<file path="src/rtl/rf_exec_seq_if.sv">
// Bundle between the instruction sequencer and its two neighbours: the decode-side
// instruction handshake and the RegisterFile read/write ports, plus retire status.
interface rf_exec_seq_if #(
    parameter int DATA_W = 8,
    parameter int ADDR_W = 4
);
    logic              instr_valid;
    logic              instr_ready;
    logic [2:0]        instr_op;
    logic [ADDR_W-1:0] instr_dst;
    logic [ADDR_W-1:0] instr_src1;
    logic [ADDR_W-1:0] instr_src2;
    logic [DATA_W-1:0] instr_imm;

    logic              wr_en;
    logic [ADDR_W-1:0] dst_id;
    logic [DATA_W-1:0] dst_in;
    logic [ADDR_W-1:0] src1_id;
    logic [ADDR_W-1:0] src2_id;
    logic [DATA_W-1:0] src1_out;
    logic [DATA_W-1:0] src2_out;

    logic              done;
    logic              flag_z;
    logic              flag_c;

    // The sequencer side: takes instructions, reads and writes the RegisterFile.
    modport master (
        input  instr_valid, instr_op, instr_dst, instr_src1, instr_src2, instr_imm,
        input  src1_out, src2_out,
        output instr_ready, wr_en, dst_id, dst_in, src1_id, src2_id,
        output done, flag_z, flag_c
    );

    modport slave (
        output instr_valid, instr_op, instr_dst, instr_src1, instr_src2, instr_imm,
        output src1_out, src2_out,
        input  instr_ready, wr_en, dst_id, dst_in, src1_id, src2_id,
        input  done, flag_z, flag_c
    );
endinterface

</file>
<file path="src/rtl/rf_exec_seq.sv">
// Three-state (IDLE -> READ -> WB) executor for one register/immediate instruction at a
// time; reads operands from the RegisterFile, writes the 8-bit result back, keeps z/c flags.
module rf_exec_seq #(
    parameter int DATA_W = 8,
    parameter int ADDR_W = 4
) (
    input  logic         clk,
    input  logic         rst,
    rf_exec_seq_if.master bus
);
    typedef enum logic [1:0] {S_IDLE, S_READ, S_WB} state_e;

    typedef enum logic [2:0] {
        OP_NOP = 3'd0, OP_ADD = 3'd1, OP_SUB = 3'd2, OP_AND = 3'd3,
        OP_OR  = 3'd4, OP_XOR = 3'd5, OP_MOV = 3'd6, OP_LDI = 3'd7
    } op_e;

    state_e            r_state;
    op_e               r_op;
    logic [ADDR_W-1:0] r_dst;
    logic [DATA_W-1:0] r_imm;
    logic              r_carry;
    logic [ADDR_W-1:0] r_src1_id;
    logic [ADDR_W-1:0] r_src2_id;
    logic              r_wr_en;
    logic [ADDR_W-1:0] r_dst_id;
    logic [DATA_W-1:0] r_dst_in;
    logic              r_done;
    logic              r_flag_z;
    logic              r_flag_c;

    logic [DATA_W:0]   w_sum;
    logic [DATA_W:0]   w_diff;
    logic [DATA_W-1:0] w_result;
    logic              w_carry;

    // The extra top bit of the difference is the borrow, i.e. set exactly when A < B.
    assign w_sum  = {1'b0, bus.src1_out} + {1'b0, bus.src2_out};
    assign w_diff = {1'b0, bus.src1_out} - {1'b0, bus.src2_out};

    always_comb begin
        // NOTE: every always_comb output gets a default first so no path infers a latch.
        w_result = '0;
        w_carry  = 1'b0;
        case (r_op)
            OP_ADD: {w_carry, w_result} = w_sum;
            OP_SUB: {w_carry, w_result} = w_diff;
            OP_AND: w_result = bus.src1_out & bus.src2_out;
            OP_OR:  w_result = bus.src1_out | bus.src2_out;
            OP_XOR: w_result = bus.src1_out ^ bus.src2_out;
            OP_MOV: w_result = bus.src1_out;
            OP_LDI: w_result = r_imm;
            default: ;
        endcase
    end

    always_ff @(posedge clk or posedge rst) begin
        if (rst) begin
            r_state   <= S_IDLE;
            r_op      <= OP_NOP;
            r_dst     <= '0;
            r_imm     <= '0;
            r_carry   <= 1'b0;
            r_src1_id <= '0;
            r_src2_id <= '0;
            r_wr_en   <= 1'b0;
            r_dst_id  <= '0;
            r_dst_in  <= '0;
            r_done    <= 1'b0;
            r_flag_z  <= 1'b0;
            r_flag_c  <= 1'b0;
        end else begin
            case (r_state)
                S_IDLE: begin
                    r_wr_en <= 1'b0;
                    r_done  <= 1'b0;
                    if (bus.instr_valid) begin
                        r_op      <= op_e'(bus.instr_op);
                        r_dst     <= bus.instr_dst;
                        r_imm     <= bus.instr_imm;
                        r_src1_id <= bus.instr_src1;
                        r_src2_id <= bus.instr_src2;
                        r_state   <= S_READ;
                    end
                end
                S_READ: begin
                    r_carry  <= w_carry;
                    r_dst_id <= r_dst;
                    r_dst_in <= w_result;
                    r_wr_en  <= (r_op != OP_NOP);
                    r_done   <= 1'b1;
                    r_state  <= S_WB;
                end
                S_WB: begin
                    r_wr_en <= 1'b0;
                    r_done  <= 1'b0;
                    // Flags commit together with the RegisterFile write; NOP leaves them alone.
                    if (r_op == OP_ADD || r_op == OP_SUB) begin
                        r_flag_z <= (r_dst_in == '0);
                        r_flag_c <= r_carry;
                    end else if (r_op != OP_NOP) begin
                        r_flag_z <= (r_dst_in == '0);
                        r_flag_c <= 1'b0;
                    end
                    r_state <= S_IDLE;
                end
                default: r_state <= S_IDLE;
            endcase
        end
    end

    assign bus.instr_ready = (r_state == S_IDLE);
    assign bus.src1_id     = r_src1_id;
    assign bus.src2_id     = r_src2_id;
    assign bus.wr_en       = r_wr_en;
    assign bus.dst_id      = r_dst_id;
    assign bus.dst_in      = r_dst_in;
    assign bus.done        = r_done;
    assign bus.flag_z      = r_flag_z;
    assign bus.flag_c      = r_flag_c;
endmodule

</file>
<file path="src/flat_wrapper.sv">
// flat-port wrapper written by rule: the top's interface ports become plain ports
module rf_exec_seq_flat 
#(
    parameter int DATA_W = 8,
    parameter int ADDR_W = 4
)
  (clk, rst, bus_instr_valid, bus_instr_op, bus_instr_dst, bus_instr_src1, bus_instr_src2, bus_instr_imm, bus_src1_out, bus_src2_out, bus_instr_ready, bus_wr_en, bus_dst_id, bus_dst_in, bus_src1_id, bus_src2_id, bus_done, bus_flag_z, bus_flag_c);
  rf_exec_seq_if #(.DATA_W(DATA_W), .ADDR_W(ADDR_W)) bus_i ();
  input  logic clk;
  input  logic rst;
  input wire logic [$bits(bus_i.instr_valid)-1:0] bus_instr_valid;
  input wire logic [$bits(bus_i.instr_op)-1:0] bus_instr_op;
  input wire logic [$bits(bus_i.instr_dst)-1:0] bus_instr_dst;
  input wire logic [$bits(bus_i.instr_src1)-1:0] bus_instr_src1;
  input wire logic [$bits(bus_i.instr_src2)-1:0] bus_instr_src2;
  input wire logic [$bits(bus_i.instr_imm)-1:0] bus_instr_imm;
  input wire logic [$bits(bus_i.src1_out)-1:0] bus_src1_out;
  input wire logic [$bits(bus_i.src2_out)-1:0] bus_src2_out;
  output wire logic [$bits(bus_i.instr_ready)-1:0] bus_instr_ready;
  output wire logic [$bits(bus_i.wr_en)-1:0] bus_wr_en;
  output wire logic [$bits(bus_i.dst_id)-1:0] bus_dst_id;
  output wire logic [$bits(bus_i.dst_in)-1:0] bus_dst_in;
  output wire logic [$bits(bus_i.src1_id)-1:0] bus_src1_id;
  output wire logic [$bits(bus_i.src2_id)-1:0] bus_src2_id;
  output wire logic [$bits(bus_i.done)-1:0] bus_done;
  output wire logic [$bits(bus_i.flag_z)-1:0] bus_flag_z;
  output wire logic [$bits(bus_i.flag_c)-1:0] bus_flag_c;
  assign bus_i.instr_valid = bus_instr_valid;
  assign bus_i.instr_op = bus_instr_op;
  assign bus_i.instr_dst = bus_instr_dst;
  assign bus_i.instr_src1 = bus_instr_src1;
  assign bus_i.instr_src2 = bus_instr_src2;
  assign bus_i.instr_imm = bus_instr_imm;
  assign bus_i.src1_out = bus_src1_out;
  assign bus_i.src2_out = bus_src2_out;
  assign bus_instr_ready = bus_i.instr_ready;
  assign bus_wr_en = bus_i.wr_en;
  assign bus_dst_id = bus_i.dst_id;
  assign bus_dst_in = bus_i.dst_in;
  assign bus_src1_id = bus_i.src1_id;
  assign bus_src2_id = bus_i.src2_id;
  assign bus_done = bus_i.done;
  assign bus_flag_z = bus_i.flag_z;
  assign bus_flag_c = bus_i.flag_c;
  rf_exec_seq #(.DATA_W(DATA_W), .ADDR_W(ADDR_W)) u_core (.clk(clk), .rst(rst), .bus(bus_i));
endmodule
</file>
<file path="config.mk">
export PLATFORM = sky130hd
export DESIGN_NAME = rf_exec_seq_flat
export DESIGN_NICKNAME = d
export VERILOG_FILES = /design/src/rtl/rf_exec_seq_if.sv /design/src/rtl/rf_exec_seq.sv /design/src/flat_wrapper.sv
export SDC_FILE = /design/constraint.sdc
export NUM_CORES = 1
export LEC_CHECK = 0
export CAP_MARGIN = 0
export CORE_UTILIZATION = 35
export DETAILED_ROUTE_END_ITERATION = 16
export PLACE_DENSITY_LB_ADDON = 0.1
export SYNTH_ARGS = -nofsm -noshare
export SYNTH_HDL_FRONTEND = slang
export SYNTH_SLANG_ARGS = --single-unit
export TNS_END_PERCENT = 30
</file>
<file path="constraint.sdc">
create_clock -name clk -period 2.75 [get_ports clk]
set_clock_uncertainty 0.05 [all_clocks]
set_input_delay 0.4125 -clock clk [delete_from_list [all_inputs] [get_ports clk]]
set_output_delay 0.4125 -clock clk [all_outputs]
set_load 0.01 [all_outputs]
</file>
==> metrics.yaml <==
cells_and_area:
  final_net_count: 452
  drive_gt1_frac: 0.1506
  multi_input_area_mm2: 0.001672
  area_delta_synth_final_pct: 32.13
  final-seq-area_mm2: 0.001051
  fillCellCount: 791
  antennaDiodeCount: 0
timing:
  worst_pin_slew_ns: 0.8359
  fin_crit_ns: 2.446
  finalSetupViolCount: 0
  slew_headroom: 0.4393
  fmax_ghz: 0.4089
  setup_tns_ns: 0
  fin_crit_sh: 0.8893
  fin_hold_ws_ns: 0.4218
  rsz0062_at_grt: "false"
  finalHoldViolations: 0
  report.final.slew_viol_count: 0
power_and_ir_drop:
  power_mw: 2.579
  leakage_nw: 1.741
  worst_ir_drop_vdd_mv: 0.2489
  powerDensity_mw_per_mm2: 663.9
logic_synthesis:
  syn_inst: 306
  syn_avg_cell_area_um2: 9.609
  synth_area_leaders: "dfrtp_1 36%, ha_1 10%, mux2_2 8.0%, inv_1 4.1%, nand2_1 3.2%"
  syn-cell-area_mm2: 0.002940
  yosysWarnings: 0
  syn-num-nets: 374
  ys_top_cells_by_count: "42 x dfrtp_1, 32 x inv_1, 25 x nand2_1"
  synth_most_common_cell: "dfrtp_1"
  synth.top_cell.area_share: 0.3574
  ys_types: 57
  synth_edf_count: 0
  ys.flop_type: "dfrtp_1"
  async_reset_ff_frac: 1.000
  synth_top_area_cell: "dfrtp_1"
  ys_seq_elements: 42
  yosysSeqAreaShare: 0.3574
clocking:
  cts_resized: 0
  clockBufferDepth: 2
  root_buffer: "clkbuf_8"
  cts_buffers: 5
  hold_buffers: 0
  clkSinkCount: 42
  cts_tree: "built"
  clk_pin_slew_ns: 0.10
  post_cts_buffers: 0
  insertion_delay_ns: 0.31
  ctsHtreeMaxLevel: 2
job:
  maxCapViolations: 0
detailed_routing:
  drt_pre_antenna_iters: 6
  antenna_left: 0
  drt_iter0_drc: 127
  routed_wl_um: 7383
  avgViaCountPerCell: 5.169
  route.detailed.drc: 0
  routedWlPerCell_um: 15.07
  routed-via-count: 2533
global_route:
  grt-ovfl-total: 0
  grt_max_degree: 27
  grt_first_pass_wirelength_um: 12030
  antenna_found_initial: 0
  grt_usage: 0.1778
  grt_pass1_vias: 2378
placement:
  io_buffers: 66
  place_congestion: 0.8588
  dp_hpwl_um: 5669
die:
  std_cell_rows: 33
  dieHeight_um: 93.66
  die_area_mm2: 0.008771
  die_w_um: 93.66
  start_util: 0.3597
  fp.coreArea_mm2: 0.008175
  ioPinCount: 67
critical_path:
  crit_type: "input port to flop"
  cp_max_fo: 3
  arrival_ns: 2.63
  cp.required_ns: 2.93
  worstSetupStartpointType: "input port"
  worstSetupEndpointType: "flop"
hold_path:
  hp-class: "input port to asynchronous set/reset pin"
status:
  outcome: "finished, final reports clean"
-- kinds of logic (layout without fill, tap and decap cells) --
group	Yosys count	count (layout)	share of synthesized area
buffers and inverters	49	128	0.07404
adder cells (fa/ha/maj)	26	26	0.1157
AND/OR/NAND/NOR	81	81	0.1421
multiplexers	28	28	0.1213
flip-flops	42	42	0.3574
AO/OA/AOI/OAI	79	79	0.1864
XOR/XNOR	1	1	0.002979
-- metrics by stage --
| step | utilization | area, µm² | setup WS [ns] | std cells |
|---|---|---|---|---|
| floorplan | - | 2940 | 0.6003 | 306 |
| global placement | 0.4639 | 3792 | 0.02067 | 482 |
| detailed placement | 0.4639 | 3792 | -0.002178 | 482 |
| CTS | 0.4752 | 3885 | 0.3166 | 490 |
| global route | 0.4752 | 3885 | 0.1798 | 490 |
| finish | 0.4752 | 3885 | 0.3043 | 490 |
-- layer usage --
metal | vias up | routed length [µm] | track usage | share of wire
met2 | 52 | 3390 | 0.2733 | 0.46
met3 | 5 | 250 | 0.02751 | 0.034
met4 | 0 | 52 | 0.04487 | 0.0070
met1 | 1228 | 3690 | 0.2599 | 0.50
li1 | 1248 | - | - | -
met5 | - | 0 | 0 | 0
-- final timing paths --
kind | start | end | slack, ns | depth (start not counted)
max | bus_src1_out[0] | u_core.bus.dst_in[6]$_DFFE_PP0N_ | 0.30 | 10
min | rst | u_core.bus.src2_id[0]$_DFFE_PP0P_ | 0.42 | 2
max reg2reg | u_core.r_op[1]$_DFFE_PP0P_ | u_core.bus.dst_in[6]$_DFFE_PP0N_ | 0.54 | 5
min reg2reg | u_core.r_dst[0]$_DFFE_PP0P_ | u_core.bus.dst_id[0]$_DFFE_PP0N_ | 0.42 | 2
max in group asynchronous | rst | u_core.bus.dst_in[2]$_DFFE_PP0N_ | 1.61 | 3
min in group clk | u_core.r_dst[0]$_DFFE_PP0P_ | u_core.bus.dst_id[0]$_DFFE_PP0N_ | 0.42 | 2
-- registers in the layout (all words and copies together), names as in the netlist --
signal              count
u_core.r_dst            4
u_core.bus.src2_id      4
u_core.bus.wr_en        1
u_core.bus.done         1
u_core.r_carry          1
u_core.bus.dst_id       4
u_core.r_state          2
u_core.bus.src1_id      4
u_core.r_imm            8
u_core.bus.flag_c       1
u_core.bus.dst_in       8
u_core.r_op             3
u_core.bus.flag_z       1
-- cell type report --
cell class	instances	area share
multi-input combinational	215	0.4303
inverter	34	0.03285
clock inverter	3	0.006119
clock buffer	5	0.01771
tap	105	0.03382
timing repair buffer	86	0.2087
sequential	42	0.2705
-- critical path: stages --
cell	delay [ns]
clkdlybuf4s50_1	0.44
inv_1	0.09
ha_1	0.16
inv_1	0.05
fa_1	0.40
nand2b_1	0.11
a221oi_1	0.12
or4_1	0.48
a32o_1	0.24
a21oi_2	0.11
-- cells in the final DEF (no fill, tap or decap), types with 3 or more instances in the layout --
| master | n |
|---|---|
| a211oi_1 | 3 |
| ha_1 | 24 |
| a221o_1 | 3 |
| mux2i_1 | 3 |
| mux4_2 | 4 |
| and2_1 | 4 |
| dfrtp_1 | 42 |
| nand3_1 | 8 |
| nor2b_1 | 3 |
| a2bb2oi_1 | 3 |
| a21o_1 | 6 |
| nor3b_1 | 3 |
| inv_1 | 31 |
| nor3_1 | 4 |
| o21ai_0 | 18 |
| nand2_1 | 25 |
| buf_4 | 20 |
| a21oi_1 | 11 |
| mux2_2 | 21 |
| o31ai_1 | 3 |
| nor2_1 | 16 |
| and3_1 | 3 |
| clkbuf_8 | 5 |
| a31oi_1 | 6 |
| nand2b_1 | 6 |
| clkdlybuf4s50_1 | 66 |
| o211ai_1 | 4 |
-- power breakdown --
group	internal, mW	switching, mW
Combinational	0.643	0.522
Clock	0.182	0.251
Sequential	0.808	0.172
Total	1.63	0.945
Note: power is estimated with default switching activity, not from simulation.
==> RTL change: new RTL, same settings <==
`ADDR_W` is set to 4 in 3 places; all go to 3.
--- a/src/rtl/rf_exec_seq_if.sv
+++ b/src/rtl/rf_exec_seq_if.sv
@@ -3,5 +3,5 @@
 interface rf_exec_seq_if #(
     parameter int DATA_W = 8,
-    parameter int ADDR_W = 4
+    parameter int ADDR_W = 3
 );
     logic              instr_valid;
--- a/src/rtl/rf_exec_seq.sv
+++ b/src/rtl/rf_exec_seq.sv
@@ -3,5 +3,5 @@
 module rf_exec_seq #(
     parameter int DATA_W = 8,
-    parameter int ADDR_W = 4
+    parameter int ADDR_W = 3
 ) (
     input  logic         clk,
--- a/src/flat_wrapper.sv
+++ b/src/flat_wrapper.sv
@@ -3,5 +3,5 @@
 #(
     parameter int DATA_W = 8,
-    parameter int ADDR_W = 4
+    parameter int ADDR_W = 3
 )
   (clk, rst, bus_instr_valid, bus_instr_op, bus_instr_dst, bus_instr_src1, bus_instr_src2, bus_instr_imm, bus_src1_out, bus_src2_out, bus_instr_ready, bus_wr_en, bus_dst_id, bus_dst_in, bus_src1_id, bus_src2_id, bus_done, bus_flag_z, bus_flag_c);
Interface: changed (6 resized); port bits go from 67 to 61. The function was not compared with the original's and may differ.
==> RTL change against the original RTL <==
Largest cell class unchanged; area after synthesis decreased by 5.1%; fmax decreased by 3.6%; sequential cell count decreased by 4; power decreased by 7.7%; via count decreased by 4.1%; clock power decreased by 8.5%; worst setup slack got worse by 0.091 ns; cell area decreased by 3.7%; sequential power decreased by 11%; routed wire length decreased by 4.9%.
==> RTL change: results (changes against the original RTL) <==
Post-synth top cells: dfrtp_1, nand2_1, inv_1, o21ai_0
Synth cell types: 49 (-14%)
Share of cells above drive strength 1: 17.0% (+1.9 points)
WL/cell: 14.3 µm (-4.9%)
Syn nets: 374 (unchanged)
Setup Fix Bufs, Post-CTS: 0 (unchanged)
DRT iter0 DRCs: 122 (-3.9%)
Sequential share of the synthesized area: 34.1% (-1.7 points)
Buffers on Ports: 60 (-9.1%)
Top post-synthesis cells by area: dfrtp_1, ha_1, mux2_2
HPWL after DPL: 5.53 mm (-2.4%)
Worst vdd ir: 0.235 mV (-5.6%)
Clock Tree Root: clkbuf_8
Hold WS: 0.422 ns (-0.000104 ns)
Clock Latency Late Sink: 0.28 ns (-0.03 ns)
GRT Total Usage: 18.0% (+0.19 points)
First-pass GRT wire length: 11.9 mm (-1.4%)
H-tree levels: 2 (unchanged)
Placed cell areas: 3640 µm² (-3.9%)
EDFF count, synth: 0 (unchanged)
TritonCTS Buffers: 5 (unchanged)
Layout area overhead: 34.0%
Fillers: 766 (-3.2%)
Via Count: 2430 (-4.1%)
Asr flop ratio synth: 100% (unchanged)
Outcome: completed
Worst Hold Class: reg2reg
Static Leak: 1.66 nW (-4.8%)
Largest net degree at the start of global routing: 39 (+44%)
Yosys warnings: 0 (unchanged)
Initial antenna violation count: 0 (unchanged)
Antenna diode count: 0 (unchanged)
DRT Pass-1 Iters: 4 (-2)
Slew Limit Headroom: 67.3% (+23 points)
Critical-path maximum fanout: 3 (unchanged)
Clock slew at reported path FFs: 0.08 ns (-0.02 ns)
Final layout net count: 452 (unchanged)
Place WS: -0.0851 ns (-0.0829 ns)
Critical path arrival: 2.72 ns (+0.09 ns)
Resize count post-CTS: 0 (unchanged)
Sw Pwr: 0.854 mW (-9.7%)
RD Place Congestion: 0.834 (-2.9%)
Clock Path Buffers: 2 (unchanged)
RTL change: through the flow:
stage | total power [mW] | std cells
6_report | 2.38 | 490
2_1_floorplan | 1.48 | 309
4_1_cts | 2.40 | 490
3_5_place_dp | 2.00 | 482
5_1_grt | 2.56 | 490
3_3_place_gp | 1.99 | 482
RTL change: layer usage:
metal,vias up,track usage (%),wire (µm)
met5,-,0,0
met4,0,3.44,44
met3,4,4.10,261
met2,49,28.8,3370
met1,1144,24.9,3350
li1,1233,-,-
RTL change: area by class of cell:
class,count,area share [%]
multi-input combinational,223,43.8
sequential,38,25.4
timing repair buffer,88,21.7
tap,102,3.41
inverter,31,3.11
clock buffer,6,2.21
clock inverter,2,0.335
RTL change: cell families (layout without fill, tap and decap cells):
logic type / count (synthesis) / count (layout) / share of synthesized area, %
flops: 38 / 38 / 34.1
simple gates: 91 / 91 / 16.9
xor+xnor: 4 / 4 / 1.26
mux: 29 / 29 / 11.5
fa+ha+maj: 26 / 26 / 12.2
buf+inv: 48 / 127 / 7.17
compound gates: 73 / 73 / 17.0
RTL change: worst max-delay path, stage by stage:
cell and delay (ns):
clkdlybuf4s50_1 0.52, ha_1 0.18, inv_1 0.05, fa_1 0.37, and2b_1 0.22, o21a_2 0.14, o31ai_1 0.07, or4b_1 0.48
o22ai_1 0.17, a31o_1 0.11
RTL change: worst paths after layout:
| check | from | endpoint | slack, ns | cells after the start |
|---|---|---|---|---|
| max | bus_src2_out[0] | u_core.bus.dst_in[6] | 0.21 | 10 |
| min | u_core.r_dst[2] | u_core.bus.dst_id[2] | 0.42 | 2 |
| max reg2reg | u_core.r_op[2] | u_core.bus.dst_in[2] | 0.71 | 7 |
| min reg2reg | u_core.r_dst[2] | u_core.bus.dst_id[2] | 0.42 | 2 |
| max in group asynchronous | rst | u_core.r_imm[6] | 1.81 | 3 |
| min in group asynchronous | rst | u_core.bus.src1_id[1] | 0.49 | 3 |
RTL change: power groups by stage:
stage	logic (mW)	registers, mW	clock network, mW
2_1_floorplan	0.602	0.879	0
3_3_place_gp	1.10	0.883	0
3_5_place_dp	1.11	0.888	0
4_1_cts	1.11	0.876	0.411
5_1_grt	1.22	0.903	0.438
6_report	1.11	0.875	0.396
